`src/rtl/med_filter_if.sv`:
```
// Control and sample bus between the median sequencer (master) and the
// nine-stage median datapath (slave).
interface med_filter_if #(
  parameter int WIDTH = 8
);
  logic             BYP;
  logic             DSI;
  logic [WIDTH-1:0] DI;
  logic [WIDTH-1:0] DO;

  modport master (output BYP, output DSI, output DI, input DO);
  modport slave  (input BYP, input DSI, input DI, output DO);
endinterface

```
`src/rtl/med_filter.sv`:
```
// Nine-stage register ring with one compare-exchange cell on the last two
// stages; under the external median sequence, the median settles in the tail.
module med_filter #(
  parameter int WIDTH = 8
) (
  input  logic        CLK,
  input  logic        RST,
  med_filter_if.slave bus
);

  localparam int STAGES = 9;
  localparam int TAIL   = STAGES - 1;
  localparam int PRE    = STAGES - 2;

  logic [WIDTH-1:0] stage_r [STAGES];
  logic [WIDTH-1:0] max_s;
  logic [WIDTH-1:0] min_s;
  logic [WIDTH-1:0] head_s;
  logic [WIDTH-1:0] tail_s;

  function automatic logic [WIDTH-1:0] cx_max(input logic [WIDTH-1:0] a,
                                               input logic [WIDTH-1:0] b);
    return (a > b) ? a : b;
  endfunction

  function automatic logic [WIDTH-1:0] cx_min(input logic [WIDTH-1:0] a,
                                               input logic [WIDTH-1:0] b);
    return (a > b) ? b : a;
  endfunction

  // Compare-exchange on the last two stages and head/tail source selection.
  always_comb begin
    max_s  = cx_max(stage_r[PRE], stage_r[TAIL]);
    min_s  = cx_min(stage_r[PRE], stage_r[TAIL]);
    head_s = {WIDTH{1'b0}};
    tail_s = {WIDTH{1'b0}};
    if (bus.DSI) begin
      head_s = bus.DI;
    end else begin
      head_s = min_s;
    end
    if (bus.BYP) begin
      tail_s = stage_r[PRE];
    end else begin
      // Max-retain: the larger value stays at the tail, the smaller recirculates.
      tail_s = max_s;
    end
  end

  // Ring update; reset clears every stage and overrides both control bits.
  always_ff @(posedge CLK) begin
    if (RST) begin
      for (int k = 0; k < STAGES; k++) begin
        stage_r[k] <= {WIDTH{1'b0}};
      end
    end else begin
      stage_r[0] <= head_s;
      for (int k = 1; k < TAIL; k++) begin
        stage_r[k] <= stage_r[k-1];
      end
      stage_r[TAIL] <= tail_s;
    end
  end

  assign bus.DO = stage_r[TAIL];

endmodule

```
`src/flat_wrapper.sv`:
```
// flat-port wrapper written by rule: the top's interface ports become plain ports
module med_filter_flat 
#(
  parameter int WIDTH = 8
)
  (CLK, RST, bus_BYP, bus_DSI, bus_DI, bus_DO);
  med_filter_if #(.WIDTH(WIDTH)) bus_i ();
  input  logic CLK;
  input  logic RST;
  input wire logic [$bits(bus_i.BYP)-1:0] bus_BYP;
  input wire logic [$bits(bus_i.DSI)-1:0] bus_DSI;
  input wire logic [$bits(bus_i.DI)-1:0] bus_DI;
  output wire logic [$bits(bus_i.DO)-1:0] bus_DO;
  assign bus_i.BYP = bus_BYP;
  assign bus_i.DSI = bus_DSI;
  assign bus_i.DI = bus_DI;
  assign bus_DO = bus_i.DO;
  med_filter #(.WIDTH(WIDTH)) u_core (.CLK(CLK), .RST(RST), .bus(bus_i));
endmodule
```
`config.mk`:
```
export PLATFORM = sky130hd
export DESIGN_NAME = med_filter_flat
export DESIGN_NICKNAME = d
export VERILOG_FILES = /design/src/rtl/med_filter_if.sv /design/src/rtl/med_filter.sv /design/src/flat_wrapper.sv
export SDC_FILE = /design/constraint.sdc
export NUM_CORES = 1
export LEC_CHECK = 0
export CORE_ASPECT_RATIO = 0.6
export CORE_UTILIZATION = 59
export CTS_BUF_LIST = sky130_fd_sc_hd__clkbuf_4 sky130_fd_sc_hd__clkbuf_8
export DETAILED_ROUTE_END_ITERATION = 12
export PLACE_DENSITY = 0.81
export SKIP_LAST_GASP = 1
export SLEW_MARGIN = 10
export SYNTH_ARGS = -nofsm -noshare
export SYNTH_HDL_FRONTEND = slang
export SYNTH_SLANG_ARGS = --single-unit
```
`constraint.sdc`:
```
create_clock -name CLK -period 2.5 [get_ports CLK]
set_input_delay 0.5 -clock CLK [delete_from_list [all_inputs] [get_ports CLK]]
set_output_delay 0.5 -clock CLK [all_outputs]
set_load 0.1 [all_outputs]
```
## Word level (Yosys, flattened, before mapping)

Memories as Yosys holds them, arrays and structs flattened.
Index checks and enable logic that the tools add are counted.

- Muxes and demuxes: 16
- Bitwise operators: 9
- $lt $le $gt $ge: 1

Operator list:

| operator | count |
|---|---|
| $mux 8 | 13 |
| $or 1x1->1 | 9 |
| $gt 8x8->1 | 1 |
| $mux 1 | 3 |

- Memories kept: 1
- Memory bits (writable): 72
- Bits in registers: 0
- Input port bits: 12

Memory list:

| memory | words | width | read ports | clocked after memory_dff | write ports | line | text |
|---|---|---|---|---|---|---|---|
| u_core.stage_r | 9 | 8 | 9 | 0 | 9 | med_filter.sv:15 | `logic [WIDTH-1:0] stage_r [STAGES];` |

## Depth between registers and ports, before layout

- Depth in word-level cells: 4
- Depth in mapped cells: 8

## Worst setup path after synthesis

No wires, ideal clock.

- Kind: reg-to-reg
- From: mem u_core.stage_r[8][7], in the netlist u_core.stage_r[0][71]
- To: mem u_core.stage_r[8][2], in the netlist u_core.stage_r[0][66]
- Required time: 2430 ps
- Stages on the path, launching flop included: 9
- Library setup time: 70 ps
- Path slack: 645 ps
- Data arrival time: 1785 ps
- Clock period less this slack: 1855 ps
- Cells stage by stage: dfxtp_1 -> inv_1 -> ha_1 -> a21oi_1 -> o21ai_1 -> nor2b_2 -> buf_6 -> or4_1 -> a21oi_1

RTL lines:

| element | line |
|---|---|
| start, declared | med_filter.sv:15 |

==> impl_metrics.ini <==
[logic_synthesis]
synthCells = 238
yosys-top-cells-count = dfxtp_1 (72), nor2b_1 (56), inv_1 (16), a21oi_1 (11), buf_4 (9)
synth_seq_cells = 72
synth_fp_nets = 258
ys_warn_count = 0
synth_flop_cell = dfxtp_1
synth_area_leaders = dfxtp_1 (56%), nor2b_1 (14%), ha_1 (3.9%), buf_4 (2.6%), a2111oi_1 (2.3%)
syn-cell-area_sq_um = 2570
synth.most_common_cell = dfxtp_1
async_flop_share_pct = 0
yosysSeqAreaShare_pct = 56.0
avgSynthCellArea_sq_um = 10.8
synth_top_cell_by_area = dfxtp_1
ys_types = 28
synth-edff-count = 0
synth_top_area_share_pct = 56.0

[grt]
grt_overflow = 0
grt_pass1_wl_um = 6580
antenna_found_initial = 0
grt_use_total_pct = 20.3
grt_pass1_vias = 1365
grt_max_degree = 73

[clock_tree]
clk_latency_ps = 350
postCtsHoldBufs = 0
cts_buffers = 9
clockBufferDepth = 2
post_cts_buffers = 0
cts_tree = yes
clkTransAtPathRegs_ps = 70
cts_sinks = 72
htreeDepth = 3
clockRootBuffer = clkbuf_8
cts-resized-gates = 0

[status]
status = finished with violations
violations = DRC

[worst_setup_path]
cp_common_cell = a21oi_1
worstPathMaxFanout = 14
critPathBufInv = 2
cp-end-kind = flop
path_cells = inv_1 > ha_1 > a21oi_1 > o21ai_1 > nor2b_2 > buf_4 > or4_1 > a21oi_1
cp_data_required_time_ps = 2770
cp-start-kind = flop
crit_family = simple AND/OR/NAND/NOR gates
slowest_delay_ps = 490
cpMaxStageDelayCell = or4_1
critPathKind = reg2reg
worstPathArrival_ps = 2340

[power]
power_mw = 2.04
leakage_nw = 1.13
p_per_area_nw_per_um2 = 702
ir_worst_vdd_uv = 392

[route]
remaining_drc_errors = 1
drt_iter0_drc = 61
vias_per_cell = 5.08
dr.pass1.iters = 8
vias = 1596
post_drt_wl_per_cell_um = 13.3
totalWireLength_um = 4190
antenna_left = 0

[finish]
reg_top3 = u_core.stage_r x72
postLayoutCoreUtil_pct = 70.1
antenna_cells = 0
fin_nets = 270
register_area_sq_um = 1440
layout-drive-gt1-share_pct = 15.0
regMostFlops = u_core.stage_r
fillCellCount = 324
fin_cells = 314
areaGrowthSynthToFinish_pct = 12.9
multi_input_area_sq_um = 936
largest_reg_flops = 72

[floorplan]
dieWidth_um = 87.3
die_h_um = 53.2
rows = 18
die-area_sq_um = 4640
start_util_pct = 62.1
coreArea_sq_um = 4140
io_pins = 20

[sta]
hold_viol = 0
relSlewSlack_pct = 64.3
max_freq_mhz = 484
worstMarginPinSlew_ps = 535
slew_viol_final = 0
min_period_ps = 2070
finClkSkew_ps = 10.4
period_share_pct = 82.7
rsz0062_at_grt = false
fin_tns_setup_ps = 0
report.final.setup_viol = 0
fin_hold_ws_ps = 432

[place]
gp_congestion = 0.844
place_inst = 299
dp.final_hpwl_um = 2560
port-buffer-count = 19

[job]
maxCapViolations = 0

[worst_hold_path]
hold_class = reg2reg
-- final timing paths --
path                                                         start                            endpoint  slack (ps)  cells after the start
worst min register to register    u_core.stage_r[0][20]$_SDFF_PP0_    u_core.stage_r[0][28]$_SDFF_PP0_         430                      1
worst max register to register  u_core.stage_r[0][71]$_SDFFE_PP0P_  u_core.stage_r[0][66]$_SDFFE_PP0P_         430                      8
worst max-delay path            u_core.stage_r[0][71]$_SDFFE_PP0P_  u_core.stage_r[0][66]$_SDFFE_PP0P_         430                      8
worst min-delay path              u_core.stage_r[0][20]$_SDFF_PP0_    u_core.stage_r[0][28]$_SDFF_PP0_         430                      1
-- cell families (layout without fill, tap and decap cells) --
group,count (synthesis),in the layout,synth area share [%]
simple gates,78,78,20.5
fa+ha+maj,8,8,3.89
buf+inv,40,56,7.63
compound gates,40,40,12.0
flops,72,72,56.0
-- worst reg2reg max path, stage by stage (launching register included) --
cell	delay [ps]
dfxtp_1	350
inv_1	60
ha_1	360
a21oi_1	160
o21ai_1	90
nor2b_2	160
buf_4	180
or4_1	490
a21oi_1	140
-- where the power goes --
part           switching, mW  internal, mW  leakage, nW
clock                  0.412         0.379       0.0841
combinational         0.0422        0.0376        0.466
sequential           0.00393          1.17        0.584
total                  0.458          1.58         1.13
-- layer usage --
layer | up-vias | global-route usage [%] | part of all wire [%]
met5 | - | 0 | 0
li1 | 825 | - | -
met2 | 48 | 26.3 | 40
met3 | 6 | 9.98 | 8.6
met1 | 717 | 28.1 | 50
met4 | 0 | 8.20 | 1.5
-- area by class of cell --
class / instances / area share [%]
clock inverters: 5 / 1.16
repair buffers: 25 / 7.66
flip-flops and latches: 72 / 49.6
multi-input cells: 126 / 32.2
clock buffers: 10 / 4.74
well taps: 60 / 2.58
inverters: 16 / 2.07
-- through the flow --
stage,area [sq um],worst slack (ps)
2_1_floorplan,2570,645
6_report,2910,433
5_1_grt,2910,268
4_1_cts,2910,396
3_3_place_gp,2740,504
3_5_place_dp,2740,490
-- cells in the final DEF (no fill, tap or decap) --
cell | Yosys | layout
a2111oi_1 | 6 | 6
a2111oi_2 | 2 | 2
a211o_1 | 1 | 1
a211oi_1 | 8 | 8
a211oi_2 | 1 | 1
a21oi_1 | 11 | 11
and2b_1 | 1 | 1
buf_12 | 0 | 1
buf_2 | 3 | 1
buf_4 | 9 | 13
clkbuf_8 | 0 | 10
clkdlybuf4s50_1 | 0 | 10
clkinv_2 | 0 | 2
clkinv_4 | 0 | 1
clkinvlp_4 | 0 | 2
dfxtp_1 | 72 | 72
ha_1 | 8 | 8
inv_1 | 16 | 16
nand2_1 | 1 | 1
nand4_2 | 1 | 1
nand4_4 | 1 | 1
nand4b_1 | 1 | 1
nor2_4 | 1 | 1
nor2b_1 | 56 | 56
nor2b_2 | 1 | 1
nor4_1 | 8 | 8
o211ai_2 | 1 | 1
o21ai_1 | 2 | 2
o31ai_1 | 8 | 8
or4_1 | 7 | 7
Note: power is estimated with default switching activity, not from simulation.
==> edit (same flow settings) <==
`WIDTH` is set to 8 in 3 places; all go to 7.
--- a/src/rtl/med_filter_if.sv
+++ b/src/rtl/med_filter_if.sv
@@ -1,7 +1,7 @@
 // Control and sample bus between the median sequencer (master) and the
 // nine-stage median datapath (slave).
 interface med_filter_if #(
-  parameter int WIDTH = 8
+  parameter int WIDTH = 7
 );
   logic             BYP;
   logic             DSI;
--- a/src/rtl/med_filter.sv
+++ b/src/rtl/med_filter.sv
@@ -1,7 +1,7 @@
 // Nine-stage register ring with one compare-exchange cell on the last two
 // stages; under the external median sequence, the median settles in the tail.
 module med_filter #(
-  parameter int WIDTH = 8
+  parameter int WIDTH = 7
 ) (
   input  logic        CLK,
   input  logic        RST,
--- a/src/flat_wrapper.sv
+++ b/src/flat_wrapper.sv
@@ -1,7 +1,7 @@
 // flat-port wrapper written by rule: the top's interface ports become plain ports
 module med_filter_flat 
 #(
-  parameter int WIDTH = 8
+  parameter int WIDTH = 7
 )
   (CLK, RST, bus_BYP, bus_DSI, bus_DI, bus_DO);
   med_filter_if #(.WIDTH(WIDTH)) bus_i ();
Ports: changed (resized bus_DI and bus_DO); port bits go from 20 to 18. The function was not compared with the original's and may differ.
==> edit against the unedited design <==
- sequential power shrank 13%
- synthesized cell count down 16%
- area after synthesis down 16%
- maximum frequency increased by 1.3%
- design area decreased by 15%
- worst hold slack better by 0.0070 ns
- sequential cell count is 9 lower
- global-route usage grew 1.0 points
- cell count is 17% lower
- wire length shrank 19%
- worst setup slack improved by 0.027 ns
- total power fell by 4.8%
- first-iteration DRC count fell by 11%
- critical path type unchanged
==> edit: results (changes against the unedited design) <==
Synth
  – Number of flops mapped to enable cells by yosys: 0 (unchanged)
  – Ys Warns: 0 (unchanged)
  – Top cells by count, synth: dfxtp_1, nor2b_1, clkbuf_1, inv_1, nor2_1 (was dfxtp_1, nor2b_1, inv_1)
  – Syn nets: 218 (was 258)
  – Area contributors post-synth: dfxtp_1, nor2b_1, ha_1 (unchanged)
  – Yosys cell types: 23 (was 28)
  – Sequential area share after synthesis: 0.584 (was 0.560)
  – Ys async rst share: 0 (unchanged)

Global routing
  – Total track usage: 0.214 (was 0.203)
  – Initial antenna violation count: 0 (unchanged)
  – First-pass GRT wire length: 5970 um (was 6580 um)
  – Largest net degree at the start of global routing: 50 (was 73)

Status
  – Status: finished clean (was finished, violations left)

Clock network
  – Post-cts gate resize count: 0 (unchanged)
  – Clk slew on worst S/H paths: 0.07 ns (about the same)
  – Htree depth: 3 (unchanged)
  – Clock buffer depth: 2 (unchanged)
  – Worst-Skew Late Latency: 0.33 ns (was 0.35 ns)
  – Clock root buffer: clkbuf_8 (unchanged)
  – Num CTS Buffers: 9 (unchanged)
  – Post-CTS setup repair buffer count: 0 (unchanged)

Power and ir drop
  – Max IR drop VDD: 0.536 mV (was 0.392 mV)
  – Psw: 0.000391 W (was 0.000458 W)
  – Leak Pwr: 0.968 nW (was 1.13 nW)

Worst hold path
  – HP Start: u_core.stage_r[0][27] (was u_core.stage_r[0][20])
  – Hold Crit Class: flop to flop (unchanged)
  – Hold Path Stages: 1 (unchanged)
  – Hold EP: u_core.stage_r[0][34] (was u_core.stage_r[0][28])

STA
  – Worst Tran Pin Value: 0.801 ns (was 0.535 ns)
  – Worst Skew: 0.00748 ns (was 0.0104 ns)

Critical path
  – Slowest cell delay on critical path: 0.43 ns (was 0.49 ns)
  – RR Startpoint: u_core.stage_r[0][62] (was u_core.stage_r[0][71])
  – R2R depth: 7 (was 8)
  – R2R setup slack: 0.46 ns (was 0.43 ns)
  – R2r endpoint: u_core.stage_r[0][2] (was u_core.stage_r[0][66])
  – Arrival time worst endpoint: 2.21 ns (was 2.34 ns)
  – Critical path's slowest cell: o22a_2 (was or4_1)
  – Crit-path max FO: 19 (was 14)
  – Family with the most delay on the worst path: compound AO/OA/AOI/OAI gates (was simple AND/OR/NAND/NOR gates)

Layout
  – Ant diodes: 0 (unchanged)
  – # fillers: 238 (was 324)
  – Largest regs: u_core.stage_r: 63 flops (was u_core.stage_r: 72 flops)
  – Total Nets Final: 229 (was 270)
  – Share of layout cells above drive strength 1: 0.130 (was 0.150)

Place
  – Pre-CTS setup slack: 0.478 ns (was 0.490 ns)
  – Area post-placement: 2260 um2 (was 2740 um2)
  – PortBufs: 17 (was 19)
  – Dpl hpwl: 2180 um (was 2560 um)
  – RePlAce Congestion: 0.847 (was 0.844)

Route
  – Via count: 1295 (was 1596)
  – Initial DRC Count: 54 (was 61)
  – Drt first pass iters: 4 (was 8)
  – Total Routed Length: 3400 um (was 4190 um)
-- edit: power by group through the flow --
| stage | Sequential (W) | Combinational, W | Clock [W] |
|---|---|---|---|
| after global placement | 0.00105 | 0.0000565 | 0 |
| after CTS | 0.00102 | 0.0000591 | 0.000884 |
| final | 0.00102 | 0.0000588 | 0.000860 |
| after global routing | 0.00102 | 0.0000657 | 0.000927 |
| after detailed placement | 0.00105 | 0.0000588 | 0 |
| after floorplan | 0.00104 | 0.0000371 | 0 |
-- edit: cell type report --
type,count,area share
well taps,45,0.0229
flip-flops and latches,63,0.513
multi-input cells,110,0.307
clock inverters,4,0.0183
inverters,9,0.0137
repair buffers,18,0.0631
clock buffers,12,0.0621
-- edit: cells by family after synthesis --
logic type | Yosys count | synth area share
compound gates | 26 | 0.0852
fa+ha+maj | 7 | 0.0406
buf+inv | 27 | 0.0661
flops | 63 | 0.584
mux | 7 | 0.0325
simple gates | 70 | 0.191
-- edit: stage by stage --
step,hold WS (ns),utilization,cells,total power [W]
after global routing,0.449,0.731,261,0.00202
after floorplan,0.414,-,200,0.00108
final,0.439,0.731,261,0.00194
after detailed placement,0.424,0.672,245,0.00110
after CTS,0.441,0.731,261,0.00197
after global placement,0.415,0.672,245,0.00110
-- edit: how the worst max path moves through the flow --
stage          cells after the start               endpoint  slack, ns                  start
3_5_place_dp                       7   u_core.stage_r[0][2]       0.48  u_core.stage_r[0][62]
6_report                           7   u_core.stage_r[0][2]       0.46  u_core.stage_r[0][62]
5_1_grt                            7   u_core.stage_r[0][3]       0.34  u_core.stage_r[0][61]
4_1_cts                            7   u_core.stage_r[0][2]       0.46  u_core.stage_r[0][61]
2_1_floorplan                      9  u_core.stage_r[0][57]       0.77  u_core.stage_r[0][58]
3_3_place_gp                       7   u_core.stage_r[0][3]       0.62  u_core.stage_r[0][62]
-- edit: metal layers --
metal | vias to the layer above | wire length, um | track usage
li1 | 667 | - | -
met1 | 596 | 1730 | 0.286
met2 | 28 | 1460 | 0.295
met3 | 4 | 177 | 0.0953
met4 | 0 | 35 | 0.0982
met5 | - | 0 | 0
